## src/rtl/advanced_timer_v3_pkg.sv

```systemverilog
// Shared definitions for advanced_timer_v3: state encoding and parameter defaults.
package adv_timer_pkg;

    localparam int STATE_W = 2;

    typedef enum logic [STATE_W-1:0] {
        SEARCH   = 2'd0,
        SHIFT    = 2'd1,
        COUNT    = 2'd2,
        WAIT_ACK = 2'd3
    } state_t;

    localparam int         DEF_PAT_W   = 4;
    localparam logic [3:0] DEF_PATTERN = 4'b1101;
    localparam int         DEF_DELAY_W = 4;
    localparam int         DEF_TICK    = 1000;

endpackage

```

## src/rtl/advanced_timer_v3_if.sv

```systemverilog
// Bus between the timer and its user: serial data, ack and abort in; status out.
interface advanced_timer_v3_if
    import adv_timer_pkg::*;
#(
    parameter int DELAY_W = DEF_DELAY_W
);
    logic               data;
    logic               ack;
    logic               abort;
    logic               counting;
    logic               done;
    logic [DELAY_W-1:0] remaining;

    modport master (output data, ack, abort, input counting, done, remaining);
    modport slave  (input data, ack, abort, output counting, done, remaining);
endinterface

```

## src/rtl/advanced_timer_v3_pattern_detect.sv

```systemverilog
// Serial start-pattern detector with overlapping matches and a synchronous clear.
// The stored history holds the PAT_W-1 previous bits; together with the bit on
// the input this forms the PAT_W-bit window compared against PATTERN.
// A fill counter stops the zeroed history from contributing to a false match.
module pattern_detect
    import adv_timer_pkg::*;
#(
    parameter int               PAT_W   = DEF_PAT_W,
    parameter logic [PAT_W-1:0] PATTERN = PAT_W'(DEF_PATTERN)
) (
    input  logic clk,
    input  logic reset,
    input  logic clear,
    input  logic data,
    output logic match
);
    localparam int                HIST_W = PAT_W - 1;
    localparam int                FILL_W = (PAT_W > 2) ? $clog2(PAT_W) : 1;
    localparam logic [FILL_W-1:0] PRIOR  = FILL_W'(PAT_W - 1);

    logic [HIST_W-1:0] history;
    logic [FILL_W-1:0] fill;

    // Shift the incoming bit into the history and count bits since the last clear.
    always_ff @(posedge clk) begin
        if (!reset || clear) begin
            history <= '0;
            fill    <= '0;
        end else begin
            history <= HIST_W'({history, data});
            if (fill != PRIOR) begin
                fill <= fill + FILL_W'(1);
            end
        end
    end

    // A match needs a full window of genuinely received bits.
    always_comb begin
        match = (fill == PRIOR) && ({history, data} == PATTERN);
    end
endmodule

```

## src/rtl/advanced_timer_v3.sv

```systemverilog
// Pattern-triggered delay timer: waits for PATTERN on the serial input, reads a
// DELAY_W-bit delay, counts (delay+1)*TICK cycles, then holds done until ack.
// Optional feature macro: ADV_TIMER_ABORT_EN enables the abort input.
module advanced_timer_v3
    import adv_timer_pkg::*;
#(
    parameter int               PAT_W   = DEF_PAT_W,
    parameter logic [PAT_W-1:0] PATTERN = PAT_W'(DEF_PATTERN),
    parameter int               DELAY_W = DEF_DELAY_W,
    parameter int               TICK    = DEF_TICK
) (
    input logic                clk,
    input logic                reset,
    advanced_timer_v3_if.slave bus
);
    localparam int                 TICK_W    = $clog2(TICK);
    localparam logic [TICK_W-1:0]  TICK_LAST = TICK_W'(TICK - 1);
    localparam int                 BIT_W     = (DELAY_W > 1) ? $clog2(DELAY_W) : 1;
    localparam logic [BIT_W-1:0]   BIT_LAST  = BIT_W'(DELAY_W - 1);

    state_t             state, state_next;
    logic [DELAY_W-1:0] delay_reg, delay_next;
    logic [BIT_W-1:0]   bit_cnt, bit_cnt_next;
    logic [TICK_W-1:0]  tick_cnt, tick_next;
    logic [DELAY_W-1:0] remaining_q, remaining_next;
    logic               counting_q, counting_next;
    logic               done_q, done_next;
    logic               match;
    logic [DELAY_W-1:0] delay_shifted;

    pattern_detect #(
        .PAT_W   (PAT_W),
        .PATTERN (PATTERN)
    ) u_detect (
        .clk   (clk),
        .reset (reset),
        .clear (state != SEARCH),
        .data  (bus.data),
        .match (match)
    );

`ifndef ADV_TIMER_ABORT_EN
    logic unused_abort;
    assign unused_abort = bus.abort;
`endif

    assign delay_shifted = DELAY_W'({delay_reg, bus.data});

    // State and all registered outputs; reset returns everything to idle.
    always_ff @(posedge clk) begin
        if (!reset) begin
            state       <= SEARCH;
            delay_reg   <= '0;
            bit_cnt     <= '0;
            tick_cnt    <= '0;
            remaining_q <= '0;
            counting_q  <= 1'b0;
            done_q      <= 1'b0;
        end else begin
            state       <= state_next;
            delay_reg   <= delay_next;
            bit_cnt     <= bit_cnt_next;
            tick_cnt    <= tick_next;
            remaining_q <= remaining_next;
            counting_q  <= counting_next;
            done_q      <= done_next;
        end
    end

    // Next-state logic; remaining doubles as the unit down-counter so the
    // all-ones delay needs no wider counter.
    always_comb begin
        state_next     = state;
        delay_next     = delay_reg;
        bit_cnt_next   = bit_cnt;
        tick_next      = tick_cnt;
        remaining_next = remaining_q;
        counting_next  = counting_q;
        done_next      = done_q;

        case (state)
            SEARCH: begin
                bit_cnt_next = '0;
                if (match) begin
                    state_next = SHIFT;
                end
            end
            SHIFT: begin
                delay_next = delay_shifted;
                if (bit_cnt == BIT_LAST) begin
                    state_next     = COUNT;
                    bit_cnt_next   = '0;
                    tick_next      = '0;
                    remaining_next = delay_shifted;
                    counting_next  = 1'b1;
                end else begin
                    bit_cnt_next = bit_cnt + BIT_W'(1);
                end
            end
            COUNT: begin
                if (tick_cnt == TICK_LAST) begin
                    tick_next = '0;
                    if (remaining_q == '0) begin
                        state_next    = WAIT_ACK;
                        counting_next = 1'b0;
                        done_next     = 1'b1;
                    end else begin
                        remaining_next = remaining_q - DELAY_W'(1);
                    end
                end else begin
                    tick_next = tick_cnt + TICK_W'(1);
                end
            end
            WAIT_ACK: begin
                if (bus.ack) begin
                    state_next = SEARCH;
                    done_next  = 1'b0;
                end
            end
            default: begin
                state_next = SEARCH;
            end
        endcase

`ifdef ADV_TIMER_ABORT_EN
        if (bus.abort && (state == SHIFT || state == COUNT)) begin
            state_next     = SEARCH;
            bit_cnt_next   = '0;
            tick_next      = '0;
            remaining_next = '0;
            counting_next  = 1'b0;
            done_next      = 1'b0;
        end
`endif
    end

    assign bus.counting  = counting_q;
    assign bus.done      = done_q;
    assign bus.remaining = remaining_q;
endmodule
```

## src/flat_wrapper.sv

```systemverilog
// flat-port wrapper written by rule: the top's interface ports become plain ports
module advanced_timer_v3_flat import adv_timer_pkg::*;
#(
    parameter int               PAT_W   = DEF_PAT_W,
    parameter logic [PAT_W-1:0] PATTERN = PAT_W'(DEF_PATTERN),
    parameter int               DELAY_W = DEF_DELAY_W,
    parameter int               TICK    = DEF_TICK
)
  (clk, reset, bus_data, bus_ack, bus_abort, bus_counting, bus_done, bus_remaining);
  advanced_timer_v3_if #(.DELAY_W(DELAY_W)) bus_i ();
  input logic clk;
  input logic reset;
  input wire logic [$bits(bus_i.data)-1:0] bus_data;
  input wire logic [$bits(bus_i.ack)-1:0] bus_ack;
  input wire logic [$bits(bus_i.abort)-1:0] bus_abort;
  output wire logic [$bits(bus_i.counting)-1:0] bus_counting;
  output wire logic [$bits(bus_i.done)-1:0] bus_done;
  output wire logic [$bits(bus_i.remaining)-1:0] bus_remaining;
  assign bus_i.data = bus_data;
  assign bus_i.ack = bus_ack;
  assign bus_i.abort = bus_abort;
  assign bus_counting = bus_i.counting;
  assign bus_done = bus_i.done;
  assign bus_remaining = bus_i.remaining;
  advanced_timer_v3 #(.PAT_W(PAT_W), .PATTERN(PATTERN), .DELAY_W(DELAY_W), .TICK(TICK)) u_core (.clk(clk), .reset(reset), .bus(bus_i));
endmodule
```

## config.mk

```make
export PLATFORM = sky130hd
export DESIGN_NAME = advanced_timer_v3_flat
export DESIGN_NICKNAME = d
export VERILOG_FILES = /design/src/rtl/advanced_timer_v3_pkg.sv /design/src/rtl/advanced_timer_v3_if.sv /design/src/rtl/advanced_timer_v3_pattern_detect.sv /design/src/rtl/advanced_timer_v3.sv /design/src/flat_wrapper.sv
export SDC_FILE = /design/constraint.sdc
export NUM_CORES = 1
export LEC_CHECK = 0
export CORE_ASPECT_RATIO = 1.4
export CORE_MARGIN = 1.5
export CORE_UTILIZATION = 50
export CTS_CLUSTER_DIAMETER = 40
export DETAILED_ROUTE_END_ITERATION = 12
export DONT_BUFFER_PORTS = 1
export GPL_TIMING_DRIVEN = 0
export SETUP_SLACK_MARGIN = 0.3
export SLEW_MARGIN = 15
export SYNTH_ARGS = -nofsm -noshare
export SYNTH_HDL_FRONTEND = slang
export SYNTH_SLANG_ARGS = --single-unit
```

## constraint.sdc

```tcl
create_clock -name clk -period 2.37 [get_ports clk]
set_input_delay 0.474 -clock clk [delete_from_list [all_inputs] [get_ports clk]]
set_output_delay 0.474 -clock clk [all_outputs]
set_load 0.05 [all_outputs]
```

==> run_results.csv, run 1 <==
group,metric,value,unit
cts,worstSkewPairLatency,0.32,ns
yosys,synth_compound_area_share,13.3,%
power,p_clk_share,30.7,%
power,swShare,22.4,%
yosys,synth_top_family_by_area,"simple AND/OR/NAND/NOR gates",
detailed_routing,finalWirelength,2950,µm
timing,skew,0.00302,ns
detailed_routing,remaining_drc_errors,0,
floorplan,die_width,48.5,µm
cts,cts_root_buf,"clkbuf_4",
yosys,synthesis.area,1450,µm²
setup_path,crit_path_max_fanout,8,
detailed_routing,drt_iter0_markers,26,
final_layout,multi_input_area,865,µm²
power,power_frac_comb,5.5,%
detailed_routing,postRouteAntennaNets,0,
yosys,ys_ff_latch,28,
cts,tritoncts,"done",
power,p_leak,0.568,nW
yosys,syn_inst,155,
final_layout,layout-drive-gt1-share,15.1,%
placed_design,dpl.hpwl,2130,µm
timing,min_period_over_period,82.9,%
grt,grt_pass1_wl,5260,µm
yosys,synth_top_area_share,38.7,%
yosys,synth_fa_ha_area_share,6.90,%
yosys,yosys.area_share.simple,24.2,%
outcome,status,"finished clean",
timing,tightest_slew,0.743,ns
yosys,synth_edf_count,0,
setup_path,slowest_delay,0.83,ns
placed_design,post-place-ws,0.130,ns
timing,final_max_slew_viol_count,0,
final_layout,largest_register_ffs,10,
final_layout,top_register,"u_core.tick_cnt",
grt,grt_pass1_vias,1148,
placed_design,routabilityCongestion,0.811,
timing,relSlewSlack,50.4,%
cts,cts_made_buffers,3,
yosys,synth_warnings,0,
cts,clk_pin_slew_worst_paths,0.15,ns
placed_design,io_buffers,0,
power,peakVddDrop,254,µV
setup_path,reg2reg_slack,0.41,ns
setup_path,crit_path_start_kind,"register",
floorplan,dieArea,3240,µm²
power,p_seq_share,63.8,%
floorplan,start_util,53.8,%
grt,track_usage,20.9,%
yosys,yosys.cell_types.count,45,
grt,antenna_found_initial,0,
power,p_switching,171,µW
flow_run,max_cap_viol_count,0,
final_layout,area_delta_synth_final,8.89,%
final_layout,regArea,566,µm²
timing,rsz0062_at_grt,"yes",
setup_path,worstPathRequired,2.63,ns
cts,post_cts_buffers,0,
floorplan,io_pins,11,
yosys,synthFlopType,"dfxtp_1",
detailed_routing,dr.pass1.iters,4,
power,power_density,483,nW/µm²
setup_path,crit_slowest_cell,"dfxtp_1",
timing,fin_hold_ws,0.241,ns
timing,hold_viol,0,
final_layout,nFillCells,276,
timing,setup_ws,0.406,ns
detailed_routing,vias,1133,
final_layout,layout_common_cells,"dfxtp_1 (26), nor2_1 (18), nand2_1 (11), inv_1 (7)",
yosys,postSynthAreaPerCell,9.36,µm²
floorplan,rows,22,
detailed_routing,vias_per_cell,5.81,
timing,finalSetupViolCount,0,
final_layout,nets,173,
final_layout,diodes,0,
grt,grt_max_degree,16,
yosys,synthMuxAreaShare,6.38,%
setup_path,path_class,"reg2reg",
cts,hold_buffers,0,
cts,clock_sinks,28,
yosys,async_flop_share,0,%
yosys,synth_nets,168,
yosys,synth.largest_area_cell,"dfxtp_1",
setup_path,worstSetupEndpointType,"register",
detailed_routing,wire_per_inst,15.1,µm
cts,clockBufferDepth,2,
timing,period_needed,1.96,ns
yosys,ys_seq_area_share,38.7,%
yosys,synth_xor_area_share,6.04,%
floorplan,core,2700,µm²
yosys,synth_area_leaders,"dfxtp_1 (39%), ha_1 (6.9%), mux2i_1 (4.8%), nor2_1 (4.7%), xnor2_1 (3.6%)",
setup_path,worstPathCellList,"nor3b_1 > o41a_1 > or3_1 > a21oi_1",
hold_path,hp-class,"in2reg",
timing,fin_setup_tns,0,ns
power,p_int,591,µW
timing,fmax,509,MHz
floorplan,dieHeight,66.7,µm
cts,h-tree-depth,1,
grt,grt-ovfl-total,0,
setup_path,worstPathArrival,2.22,ns
final_layout,final_common_cell,"dfxtp_1",
==> cell families (layout without fill, tap and decap cells) <==
logic type | count (synthesis) | after routing
xor+xnor | 10 | 10
buf+inv | 14 | 18
compound gates | 26 | 26
simple gates | 60 | 60
mux | 9 | 9
fa+ha+maj | 8 | 8
flops | 28 | 28
==> metrics by stage <==
stage | power [mW] | util [%] | area [µm²] | cells
3_5_place_dp | 0.539 | 55.4 | 1500 | 191
6_report | 0.762 | 58.5 | 1580 | 195
5_1_grt | 0.793 | 58.5 | 1580 | 195
3_3_place_gp | 0.536 | 55.4 | 1500 | 191
2_1_floorplan | 0.529 | - | 1450 | 155
4_1_cts | 0.770 | 56.9 | 1530 | 195
==> synthesized netlist by cell type (3+ instances only) <==
master and n:
a21oi_1 6, and3_1 3, clkbuf_1 3, dfxtp_1 28, ha_1 8, inv_1 7, mux2i_1 7, nand2_1 11
nand3_1 3, nand4_1 4, nor2_1 18, nor3b_1 3, nor4_1 6, xnor2_1 6, xor2_1 4
==> critical path: cells and delay by family (launching register included) <==
kind               cells  cell delay, ns
DFF                    1            0.83
AOI/OAI and AO/OA      2            0.52
and+or+nand+nor        2            0.55
==> per-layer routing <==
layer | global-route usage [%] | vias to the layer above | part of all wire, %
met1 | 24.5 | 538 | 46
met3 | 3.14 | 4 | 2.2
met4 | 6.43 | 0 | 1.2
met2 | 39.1 | 23 | 50
met5 | 0 | - | 0
li1 | - | 568 | -
==> repair_timing <==
action | 4_1_cts | 5_1_grt
resized for setup | 2 | 10
setup endpoints to repair | 5 | 11
cloned | 0 | 0
==> power by group through the flow <==
stage | logic (mW) | registers [mW] | clock network, mW
global route | 0.0482 | 0.488 | 0.257
detailed placement | 0.0416 | 0.498 | 0
floorplan | 0.0325 | 0.496 | 0
global placement | 0.0391 | 0.497 | 0
CTS | 0.0419 | 0.487 | 0.241
finish | 0.0420 | 0.486 | 0.234
==> path summary, 6_finish.rpt <==
kind	startpoint	endpoint	cells after the start
setup reg to reg	u_core.bus.remaining[3]$_SDFFE_PN0P_	u_core.bus.remaining[1]$_SDFFE_PN0P_	4
hold reg to reg	u_core.u_detect.history[1]$_SDFF_PP0_	u_core.u_detect.history[2]$_SDFF_PP0_	1
setup / recovery	u_core.bus.remaining[3]$_SDFFE_PN0P_	u_core.bus.remaining[1]$_SDFFE_PN0P_	4
hold / removal	bus_ack	u_core.bus.done$_SDFFE_PN0P_	1
==> layout make-up <==
| type | count | share of cell area [%] |
|---|---|---|
| Sequential cell | 28 | 35.8 |
| Tap cell | 36 | 2.85 |
| Clock buffer | 4 | 2.30 |
| Inverter | 8 | 1.90 |
| Multi-Input combinational cell | 113 | 54.8 |
| Buffer | 6 | 2.38 |
Note: power is estimated with default switching activity, not from simulation.
==> run 2: changes to the inputs <==
==> constraint.sdc (replaced) <==
create_clock -name clk -period 1.9 [get_ports clk]
set_input_delay 0.38 -clock clk [delete_from_list [all_inputs] [get_ports clk]]
set_output_delay 0.38 -clock clk [all_outputs]
set_load 0.05 [all_outputs]
==> run_results.csv, run 2 (synthesis results as in run 1) <==
group,metric,value,unit
floorplan,dieHeight,66.7,µm
final_layout,nets,187,
grt,track_usage,23.3,%
setup_path,path_class,"reg2reg",
power,p_leak,0.718,nW
detailed_routing,wire_per_inst,17.0,µm
timing,skew,0.00535,ns
timing,tightest_slew,0.588,ns
placed_design,io_buffers,0,
timing,finalSetupViolCount,1,
cts,clock_sinks,28,
cts,cts_made_buffers,3,
setup_path,crit_slowest_cell,"or4b_4",
cts,tritoncts,"done",
cts,hold_buffers,0,
timing,setup_ws,-0.0226,ns
cts,cts_root_buf,"clkbuf_4",
detailed_routing,dr.pass1.iters,4,
final_layout,post-route-util,68.9,%
setup_path,worstPathRequired,2.16,ns
cts,clockBufferDepth,2,
setup_path,slowest_delay,0.47,ns
final_layout,area_delta_synth_final,28.2,%
floorplan,rows,22,
detailed_routing,drt_iter0_markers,33,
timing,final_max_slew_viol_count,0,
detailed_routing,finalWirelength,3550,µm
setup_path,crit_path_max_fanout,4,
detailed_routing,vias,1220,
final_layout,final_cell_count_no_fill,209,
setup_path,worstSetupEndpointType,"register",
grt,grt_pass1_wl,5780,µm
cts,worstSkewPairLatency,0.33,ns
final_layout,layout_common_cells,"dfxtp_1 (20), nor2_1 (17), buf_4 (12), nand2_1 (11)",
cts,clk_pin_slew_worst_paths,0.15,ns
timing,hold_viol,0,
power,peakVddDrop,410,µV
cts,h-tree-depth,1,
timing,period_needed,1.92,ns
power,power_density,513,nW/µm²
grt,grt_pass1_vias,1224,
placed_design,place_inst,191,
floorplan,core,2700,µm²
flow_run,max_cap_viol_count,0,
final_layout,layout-drive-gt1-share,32.4,%
timing,fmax,520,MHz
placed_design,dpl.hpwl,2310,µm
power,p_total,953,µW
grt,grt-ovfl-total,0,
hold_path,hp-class,"in2reg",
setup_path,worstPathArrival,2.18,ns
outcome,violations,"setup timing",
final_layout,diodes,0,
setup_path,worstPathCellList,"inv_4 > ha_4 > or4b_4 > o31ai_4 > nor3b_4 > mux2i_1",
floorplan,die_width,48.5,µm
detailed_routing,remaining_drc_errors,0,
grt,grt_max_degree,16,
timing,fin_setup_tns,-0.0226,ns
outcome,status,"finished, violations left",
floorplan,dieArea,3240,µm²
timing,relSlewSlack,60.8,%
floorplan,io_pins,11,
grt,antenna_found_initial,0,
floorplan,start_util,53.8,%
timing,min_period_over_period,101,%
final_layout,final_common_cell,"dfxtp_1",
setup_path,crit_path_start_kind,"register",
placed_design,routabilityCongestion,0.768,
final_layout,top_register,"u_core.tick_cnt",
detailed_routing,postRouteAntennaNets,0,
final_layout,largest_register_ffs,10,
detailed_routing,vias_per_cell,5.84,
timing,rsz0062_at_grt,"yes",
[run 2: cell count changes in the layout (fill, tap and decap cells not counted), moves of 3 or more]
cell     previous run  this run
buf_6               1         4
buf_4               1        12
dfxtp_2             1         5
inv_1               7         4
dfxtp_1            26        20
ha_4                0         4
[run 2: final cells by class]
cell class	instances	area [µm²]
well taps	36	45.0
repair buffers	13	101
fillers	242	838
flip-flops and latches	28	578
multi-input cells	114	1020
inverters	8	32.5
clock buffers	4	36.3
plain buffers	6	48.8
[run 2: metrics by stage]
stage	worst slack (ns)	area, µm²	hold slack, ns
floorplan	0.180	1520	0.453
global placement	0.0123	1560	0.464
detailed placement	-0.0154	1560	0.477
CTS	-0.00279	1730	0.143
global route	-0.0622	1860	0.143
finish	-0.0226	1860	0.148
[run 2: per-layer routing]
layer | track usage, % | vias up | part of all wire [%]
met5 | 0 | - | 0
met4 | 8.57 | 0 | 0.93
met3 | 3.36 | 4 | 2.6
met2 | 47.2 | 19 | 58
met1 | 24.1 | 599 | 38
li1 | - | 598 | -
[run 2: where the power goes]
| group | total (mW) | internal, mW | switching, mW | leakage [nW] |
|---|---|---|---|---|
| registers | 0.604 | 0.596 | 0.00792 | 0.232 |
| clock network | 0.291 | 0.117 | 0.174 | 0.0210 |
| logic | 0.0583 | 0.0245 | 0.0339 | 0.465 |
[run 2: path summary, 6_finish.rpt]
kind / start / endpoint / slack, ns / depth (start not counted)
max: u_core.bus.remaining[0]$_SDFFE_PN0P_ / u_core.state[1]$_SDFFE_PN0P_ / -0.02 / 6
min: bus_ack / u_core.bus.done$_SDFFE_PN0P_ / 0.15 / 1
max reg2reg: u_core.bus.remaining[0]$_SDFFE_PN0P_ / u_core.state[1]$_SDFFE_PN0P_ / -0.02 / 6
min reg2reg: u_core.u_detect.history[0]$_SDFF_PP0_ / u_core.u_detect.history[1]$_SDFF_PP0_ / 0.51 / 1
[run 2: worst max-delay path: cells and delay by family, from the launching register on]
| kind | cells | cell delay (ns) |
|---|---|---|
| adders and majority gates | 1 | 0.15 |
| DFF | 1 | 0.45 |
| muxes | 1 | 0.21 |
| AOI/OAI and AO/OA | 1 | 0.23 |
| and+or+nand+nor | 2 | 0.73 |
| buffers and inverters | 1 | 0.08 |
[run 2: what timing repair did]
action,4_1_cts,5_1_grt
pin swaps,4,12
endpoints found under the setup margin,18,18
resized for setup,18,16
buffers inserted,3,9
cloned,2,0
==> run 3: changes to the inputs <==
--- a/config.mk
+++ b/config.mk
@@ -5,9 +5,10 @@
 export SDC_FILE = /design/constraint.sdc
 export NUM_CORES = 1
 export LEC_CHECK = 0
+export CAP_MARGIN = 20
 export CORE_ASPECT_RATIO = 1.4
 export CORE_MARGIN = 1.5
-export CORE_UTILIZATION = 50
+export CORE_UTILIZATION = 40
 export CTS_CLUSTER_DIAMETER = 40
 export DETAILED_ROUTE_END_ITERATION = 12
 export DONT_BUFFER_PORTS = 1
==> constraint.sdc (replaced) <==
create_clock -name clk -period 2.2 [get_ports clk]
set_input_delay 0.44 -clock clk [delete_from_list [all_inputs] [get_ports clk]]
set_output_delay 0.44 -clock clk [all_outputs]
set_load 0.05 [all_outputs]
==> run_results.csv, run 3 (synthesis results as in run 1) <==
group,metric,value,unit
floorplan,die_width,53.9,µm
power,p_switching,202,µW
grt,grt_pass1_vias,1096,
power,p_seq_share,53.2,%
timing,tightest_slew,0.534,ns
final_layout,diodes,0,
setup_path,slowest_delay,0.47,ns
power,swShare,20.6,%
grt,grt_pass1_wl,5220,µm
detailed_routing,dr.pass1.iters,4,
grt,antenna_found_initial,0,
power,power_frac_comb,4.5,%
setup_path,crit_path_max_fanout,4,
floorplan,io_pins,11,
power,peakVddDrop,318,µV
timing,final_max_slew_viol_count,0,
final_layout,nFillCells,326,
cts,clock_sinks,28,
floorplan,core,3410,µm²
cts,cts_root_buf,"clkbuf_8",
grt,track_usage,18.0,%
setup_path,worstSetupEndpointType,"register",
flow_run,max_cap_viol_count,0,
cts,clk_pin_slew_worst_paths,0.10,ns
floorplan,rows,25,
detailed_routing,remaining_drc_errors,0,
setup_path,path_buf_inv,1,
cts,h-tree-depth,1,
detailed_routing,drt_iter0_markers,33,
setup_path,worstPathCellList,"inv_4 > ha_4 > or4b_4 > o31ai_4 > nor3b_4 > mux2i_1",
detailed_routing,vias,1155,
placed_design,io_buffers,0,
timing,skew,0.00298,ns
final_layout,final_cell_count_no_fill,204,
grt,grt-ovfl-total,0,
final_layout,final_common_cell,"dfxtp_1",
outcome,status,"finished clean",
setup_path,r2r_start,"u_core.bus.remaining[0]$_SDFFE_PN0P_",
grt,grt_max_degree,17,
setup_path,crit_slowest_cell,"or4b_4",
setup_path,crit_path_start_kind,"register",
placed_design,routabilityCongestion,0.750,
timing,finalSetupViolCount,0,
setup_path,worstPathArrival,2.08,ns
timing,period_needed,1.86,ns
timing,min_period_over_period,84.8,%
cts,hold_buffers,0,
cts,worstSkewPairLatency,0.28,ns
hold_path,holdCritStartpoint,"bus_ack",
placed_design,place_inst,195,
floorplan,dieArea,4000,µm²
setup_path,worstPathRequired,2.42,ns
detailed_routing,wire_per_inst,15.8,µm
timing,rsz0062_at_grt,"yes",
setup_path,crit_family,"simple AND/OR/NAND/NOR gates",
detailed_routing,met1_length,1330,µm
timing,fmax,536,MHz
floorplan,start_util,42.5,%
cts,clockBufferDepth,2,
detailed_routing,postRouteAntennaNets,0,
detailed_routing,dr_wl_met3,146,µm
power,power_density,568,nW/µm²
cts,cts_made_buffers,3,
final_layout,post-route-util,50.6,%
power,p_leak,0.637,nW
cts,tritoncts,"done",
final_layout,largest_register_ffs,10,
final_layout,top_register,"u_core.tick_cnt",
final_layout,regArea,576,µm²
setup_path,path_class,"reg2reg",
power,p_clk_share,42.3,%
final_layout,nets,178,
final_layout,area_delta_synth_final,18.9,%
final_layout,multi_input_area,908,µm²
detailed_routing,finalWirelength,3230,µm
detailed_routing,top_layer,"met4",
timing,relSlewSlack,64.4,%
placed_design,dpl.hpwl,2210,µm
power,p_int,778,µW
final_layout,layout_common_cells,"dfxtp_1 (20), nor2_1 (18), nand2_1 (11)",
hold_path,hp-class,"in2reg",
timing,fin_setup_tns,0,ns
detailed_routing,vias_per_cell,5.66,
final_layout,layout-drive-gt1-share,23.8,%
floorplan,dieHeight,74.2,µm
setup_path,crit_start,"u_core.bus.remaining[0]$_SDFFE_PN0P_",
detailed_routing,wl_met2,1690,µm
timing,hold_viol,0,
==> run 3: layer usage <==
| metal | up-vias | GRT usage [%] |
|---|---|---|
| met3 | 5 | 3.41 |
| met2 | 17 | 30.9 |
| li1 | 579 | - |
| met1 | 554 | 21.2 |
| met5 | - | 0 |
| met4 | 0 | 7.69 |
==> run 3: power groups by stage <==
stage	combinational, mW	clock (mW)	sequential, mW
2_1_floorplan	0.0351	0	0.535
3_3_place_gp	0.0419	0	0.535
3_5_place_dp	0.0427	0	0.536
4_1_cts	0.0437	0.426	0.522
5_1_grt	0.0530	0.441	0.523
6_report	0.0441	0.414	0.522
==> run 3: worst paths after layout <==
check | endpoint | slack [ns] | cells past startpoint
max | u_core.state[1]$_SDFFE_PN0P_ | 0.34 | 6
min | u_core.bus.done$_SDFFE_PN0P_ | 0.26 | 1
max reg2reg | u_core.state[1]$_SDFFE_PN0P_ | 0.34 | 6
min reg2reg | u_core.u_detect.history[1]$_SDFF_PP0_ | 0.48 | 1
==> run 3: stage by stage <==
step,hold slack [ns],total power [mW],worst slack [ns],area [µm²]
6_report,0.260,0.980,0.335,1720
5_1_grt,0.276,1.02,0.252,1720
4_1_cts,0.261,0.991,0.254,1640
3_5_place_dp,0.462,0.579,0.165,1500
3_3_place_gp,0.457,0.577,0.183,1500
2_1_floorplan,0.453,0.570,0.332,1450
==> run 3: cell type report <==
| type | instances | share of cell area, % |
|---|---|---|
| Multi-Input combinational cell | 113 | 52.7 |
| Sequential cell | 28 | 33.4 |
| Tap cell | 40 | 2.90 |
| Buffer | 6 | 2.69 |
| Clock buffer | 3 | 2.39 |
| Timing Repair Buffer | 5 | 2.18 |
| Inverter | 8 | 2.03 |
| Clock inverter | 1 | 1.74 |
==> run 3: repair_timing <==
action / 4_1_cts / 5_1_grt
setup endpoints to repair: 9 / 17
buffers inserted: 1 / 4
resized for setup: 15 / 15
pin swaps: 1 / 4
